===== src/rtl/reg_no_rst_en.sv =====
// Enable-gated data register without reset.
module reg_no_rst_en #(
  parameter int unsigned Width = 1
) (
  input  logic             clk_i,
  input  logic             en_i,
  input  logic [Width-1:0] d_i,
  output logic [Width-1:0] q_o
);

  logic [Width-1:0] q_q;

  always_ff @(posedge clk_i) begin
    if (en_i) begin
      q_q <= d_i;
    end
  end

  assign q_o = q_q;

endmodule


===== src/rtl/reg_rst_n_en.sv =====
// Enable-gated register with asynchronous active-low reset to a parameterised value.
module reg_rst_n_en #(
  parameter int unsigned      Width    = 1,
  parameter logic [Width-1:0] ResetVal = '0
) (
  input  logic             clk_i,
  input  logic             rst_ni,
  input  logic             en_i,
  input  logic [Width-1:0] d_i,
  output logic [Width-1:0] q_o
);

  logic [Width-1:0] q_q;

  always_ff @(posedge clk_i or negedge rst_ni) begin
    if (!rst_ni) begin
      q_q <= ResetVal;
    end else if (en_i) begin
      q_q <= d_i;
    end
  end

  assign q_o = q_q;

endmodule


===== src/rtl/root_5_en_multi_cycle.sv =====
// Multi-cycle integer fifth root: bitwise search, each candidate raised to the fifth power
// with one shared multiplier over four cycles, then compared against the argument.
module root_5_en_multi_cycle #(
  parameter int unsigned w = 8
) (
  input  logic         clk,
  input  logic         rst_n,
  input  logic         clk_en,
  input  logic         arg_vld,
  input  logic [w-1:0] arg,
  output logic         arg_rdy,
  output logic         res_vld,
  output logic [w-1:0] res
);

  localparam int unsigned RW = (w + 4) / 5;
  localparam int unsigned PW = 5 * RW;
  localparam int unsigned BW = (RW > 1) ? $clog2(RW) : 1;

  typedef enum logic [1:0] {
    StIdle = 2'd0,
    StMul  = 2'd1,
    StCmp  = 2'd2,
    StDone = 2'd3
  } state_e;

  state_e        state_q, state_d;
  logic [RW-1:0] root_q, root_d, root_hit;
  logic [BW-1:0] bit_q, bit_d, bit_dec;
  logic [1:0]    mcnt_q, mcnt_d;
  logic [PW-1:0] prod_q, prod_d, cand, mul_out;
  logic [w-1:0]  arg_q, res_d;
  logic          arg_en, res_en, res_vld_d, hit;

  // PW bits hold any candidate^5 exactly, so the truncated product never wraps.
  assign cand     = PW'(root_q) | (PW'(1) << bit_q);
  assign mul_out  = prod_q * cand;
  assign hit      = (prod_q <= PW'(arg_q));
  assign root_hit = hit ? (root_q | (RW'(1) << bit_q)) : root_q;
  assign bit_dec  = bit_q - BW'(1);
  assign arg_rdy  = (state_q == StIdle);

  always_comb begin
    state_d   = state_q;
    root_d    = root_q;
    bit_d     = bit_q;
    mcnt_d    = mcnt_q;
    prod_d    = prod_q;
    arg_en    = 1'b0;
    res_en    = 1'b0;
    res_d     = res;
    res_vld_d = 1'b0;
    unique case (state_q)
      StIdle: begin
        if (arg_vld) begin
          arg_en  = 1'b1;
          root_d  = '0;
          bit_d   = BW'(RW - 1);
          prod_d  = PW'(1) << (RW - 1);
          mcnt_d  = '0;
          state_d = StMul;
        end
      end
      StMul: begin
        prod_d = mul_out;
        mcnt_d = mcnt_q + 2'd1;
        if (mcnt_q == 2'd3) begin
          state_d = StCmp;
        end
      end
      StCmp: begin
        root_d = root_hit;
        if (bit_q == '0) begin
          res_en    = 1'b1;
          res_d     = w'(root_hit);
          res_vld_d = 1'b1;
          state_d   = StDone;
        end else begin
          bit_d   = bit_dec;
          prod_d  = PW'(root_hit) | (PW'(1) << bit_dec);
          mcnt_d  = '0;
          state_d = StMul;
        end
      end
      StDone: begin
        state_d = StIdle;
      end
      default: state_d = StIdle;
    endcase
  end

  always_ff @(posedge clk or negedge rst_n) begin
    if (!rst_n) begin
      state_q <= StIdle;
      root_q  <= '0;
      bit_q   <= '0;
      mcnt_q  <= '0;
      prod_q  <= '0;
    end else if (clk_en) begin
      state_q <= state_d;
      root_q  <= root_d;
      bit_q   <= bit_d;
      mcnt_q  <= mcnt_d;
      prod_q  <= prod_d;
    end
  end

  reg_rst_n_en #(
    .Width   (1),
    .ResetVal(1'b0)
  ) u_res_vld (
    .clk_i (clk),
    .rst_ni(rst_n),
    .en_i  (clk_en),
    .d_i   (res_vld_d),
    .q_o   (res_vld)
  );

  reg_rst_n_en #(
    .Width   (w),
    .ResetVal('0)
  ) u_res (
    .clk_i (clk),
    .rst_ni(rst_n),
    .en_i  (clk_en & res_en),
    .d_i   (res_d),
    .q_o   (res)
  );

  reg_no_rst_en #(
    .Width(w)
  ) u_arg (
    .clk_i(clk),
    .en_i (clk_en & arg_en),
    .d_i  (arg),
    .q_o  (arg_q)
  );

endmodule


===== config.mk =====
export PLATFORM = sky130hd
export DESIGN_NAME = root_5_en_multi_cycle
export DESIGN_NICKNAME = d
export VERILOG_FILES = /design/src/rtl/reg_no_rst_en.sv /design/src/rtl/reg_rst_n_en.sv /design/src/rtl/root_5_en_multi_cycle.sv
export SDC_FILE = /design/constraint.sdc
export NUM_CORES = 1
export LEC_CHECK = 0
export CAP_MARGIN = 0
export CORE_AREA = 2 2 73 75
export CTS_CLUSTER_DIAMETER = 30
export DETAILED_ROUTE_END_ITERATION = 16
export DIE_AREA = 0 0 75 77
export GPL_TIMING_DRIVEN = 0
export PLACE_DENSITY = 0.73
export SYNTH_ARGS = -nofsm -noshare
export SYNTH_HDL_FRONTEND = slang
export SYNTH_SLANG_ARGS = --single-unit

===== constraint.sdc =====
create_clock -name clk -period 4.9 [get_ports clk]
set_input_delay 0.735 -clock clk [delete_from_list [all_inputs] [get_ports clk]]
set_output_delay 0.735 -clock clk [all_outputs]
set_load 0.05 [all_outputs]

==> results.cfg <==
[grt]
antenna_found_initial = 0
gr-usage-all-layers = 0.151
grt_pass1_vias = 1484
grt_overflow = 0
grt_start_max_net_pins = 21
grt_pass1_wl_um = 6840

[clocking]
clkTransAtPathRegs_ps = 100
clk_latency_ps = 290
cts_tree = yes
post_cts_buffers = 0
cts_resized = 0
clk_path_buf_depth = 2
cts_root_buffer = clkbuf_8
htree_levels = 1
cts_inserted_buffers = 3
clock_sinks = 28
cts_hold_buffers = 0

[worst_setup_path]
worst_setup_path_start_kind = flip-flop
path_max_fanout = 10
crit_required_ps = 5080
cp-end-kind = flip-flop
crit_type = reg -> reg
cp.arrival_ps = 3170

[die]
die_x_um = 75
rows = 26
core_area_mm2 = 0.00498
die-area_mm2 = 0.00578
io-pin-count = 22
die_h_um = 77
initial_core_util = 0.413

[timing]
period_share = 0.610
finalHoldViolations = 0
rsz0062_at_grt = no
clock_skew_ps = 4.15
holdWs_ps = 500
slew_headroom = 0.368
fin_setup_tns_ps = 0
worst_slew_pin_slew_ps = 945
fin_crit_ps = 2990
drv_slew = 0
fmax_mhz = 335
setup_viol = 0

[detailed_routing]
dr.first_iter.drc_count = 88
routed-via-count = 1520
drc = 0
drt_pass1_iterations = 4
wirelength_um = 3900
antenna_left = 0
wl_per_cell_um = 13.0
drt-vias-per-instance = 5.08

[cells_and_area]
nFillCells = 494
drive_above_1_share = 0.100
finalInstanceArea_mm2 = 0.00237
final_cell_mix = 28 x ha_1, 20 x dfrtp_1, 19 x inv_1
num-nets-final = 271
final_common_cell = ha_1
area_delta_synth_final_pct = 15.5
antennaDiodeCount = 0

[job]
drv_cap = 0

[placement]
dp_hpwl_um = 3060
place_congestion = 0.772
portBuffers = 14
place_area_mm2 = 0.00230

[synthesis]
ys_seq_area_frac = 0.360
synth_edf_count = 8
syn-cell-area_mm2 = 0.00206
synthArstFlopShare = 0.714
yosysWarnings = 0
postSynthCellCount = 206
synth_cell_types = 49
ys.flop_type = dfrtp_1
synth.avg_cell_area_um2 = 9.99
ys_ff_latch = 28

[power_and_ir_drop]
p_per_area_mw_per_mm2 = 416
p_leak_nw = 1.20
max-vdd-ir-drop_mv = 0.321

[status]
outcome = complete, no violations

[worst_hold_path]
worstHoldPathType = reg -> reg
[path summary, 6_finish.rpt]
| check | start | to | slack (ps) | cells after the start |
|---|---|---|---|---|
| hold reg to reg | mcnt_q[1] | mcnt_q[1] | 500 | 2 |
| hold / removal | mcnt_q[1] | mcnt_q[1] | 500 | 2 |
| max in group asynchronous | rst_n | prod_q[8] | 3360 | 1 |
| setup reg to reg | bit_q | prod_q[8] | 1910 | 11 |
| min in group asynchronous | rst_n | u_res_vld.q_o | 970 | 1 |
| setup / recovery | bit_q | prod_q[8] | 1910 | 11 |
[layout make-up]
cell class	count	area [um2]	share of cell area
tap	70	87.6	0.0369
timing repair buffer	14	140	0.0590
multi-input combinational	153	1180	0.497
clock inverter	1	30.0	0.0126
sequential	28	741	0.312
buffer	11	82.6	0.0348
clock buffer	3	41.3	0.0174
inverter	19	71.3	0.0300
[metal layers]
metal / GRT usage / routed length (um) / vias to the layer above / part of all wire
li1: - / - / 769 / -
met1: 0.217 / 1890 / 730 / 0.48
met2: 0.232 / 1870 / 16 / 0.48
met3: 0.0210 / 83 / 5 / 0.021
met4: 0.0446 / 55 / 0 / 0.014
met5: 0 / 0 / - / 0
[Yosys cell counts, drive strengths merged, types with 2 or more instances]
| cell | number | area, um2 |
|---|---|---|
| o22ai | 3 | 25.0 |
| and3 | 2 | 12.5 |
| a31oi | 4 | 25.0 |
| nand4b | 2 | 17.5 |
| a211oi | 2 | 15.0 |
| inv | 19 | 71.3 |
| a22o | 6 | 52.6 |
| clkbuf | 3 | 21.3 |
| nor3 | 4 | 20.0 |
| a21o | 3 | 22.5 |
| buf | 8 | 61.3 |
| nand2b | 4 | 25.0 |
| xor2 | 3 | 26.3 |
| nor2b | 8 | 50.1 |
| o21ai | 10 | 57.6 |
| and2 | 8 | 51.3 |
| nor2 | 9 | 33.8 |
| ha | 28 | 350 |
| nand2 | 15 | 56.3 |
| mux2 | 2 | 22.5 |
| a2111oi | 2 | 55.1 |
| nand3 | 2 | 10.0 |
| dfrtp | 20 | 500 |
| mux2i | 2 | 20.0 |
| edfxtp | 8 | 240 |
| a21oi | 12 | 60.1 |
| xnor2 | 2 | 17.5 |
[cells by family after synthesis]
| logic type | count (synthesis) | share of synthesized area |
|---|---|---|
| mux | 4 | 0.0207 |
| flops | 28 | 0.360 |
| fa+ha+maj | 29 | 0.180 |
| compound gates | 48 | 0.181 |
| other cells | 1 | 0.00182 |
| buf+inv | 30 | 0.0748 |
| simple gates | 61 | 0.161 |
| xor+xnor | 5 | 0.0213 |
[power breakdown]
group          internal, mW  switching, mW  total (mW)
Sequential            0.297         0.0543       0.352
Clock                 0.110         0.0783       0.188
Combinational         0.170          0.279       0.449
Total                 0.577          0.411       0.988
[state kept, by name, summed over array words and instances, names as in the netlist]
signal	cells
bit_q	1
mcnt_q	2
prod_q	10
root_q	2
state_q	2
u_arg.q_o	8
u_res.q_o	2
u_res_vld.q_o	1
[critical path: stages (launching register included)]
cell and delay (ps):
dfrtp_1 480, nand2b_1 140, clkbuf_1 310, and2_1 190
ha_1 230, ha_1 240, fa_1 470, a21o_1 180
a21o_1 190, a21oi_1 170, mux2i_1 210, nand2_1 70
[per-stage QoR]
step / setup slack [ps] / util / std cells / total power, mW
global placement: 1940 / 0.463 / 295 / 0.793
global route: 1700 / 0.477 / 299 / 1.07
CTS: 1880 / 0.477 / 299 / 0.998
finish: 1910 / 0.477 / 299 / 0.988
detailed placement: 1920 / 0.463 / 295 / 0.807
floorplan: 2200 / - / 211 / 0.679
No activity file was read; power rests on OpenSTA's default activity.
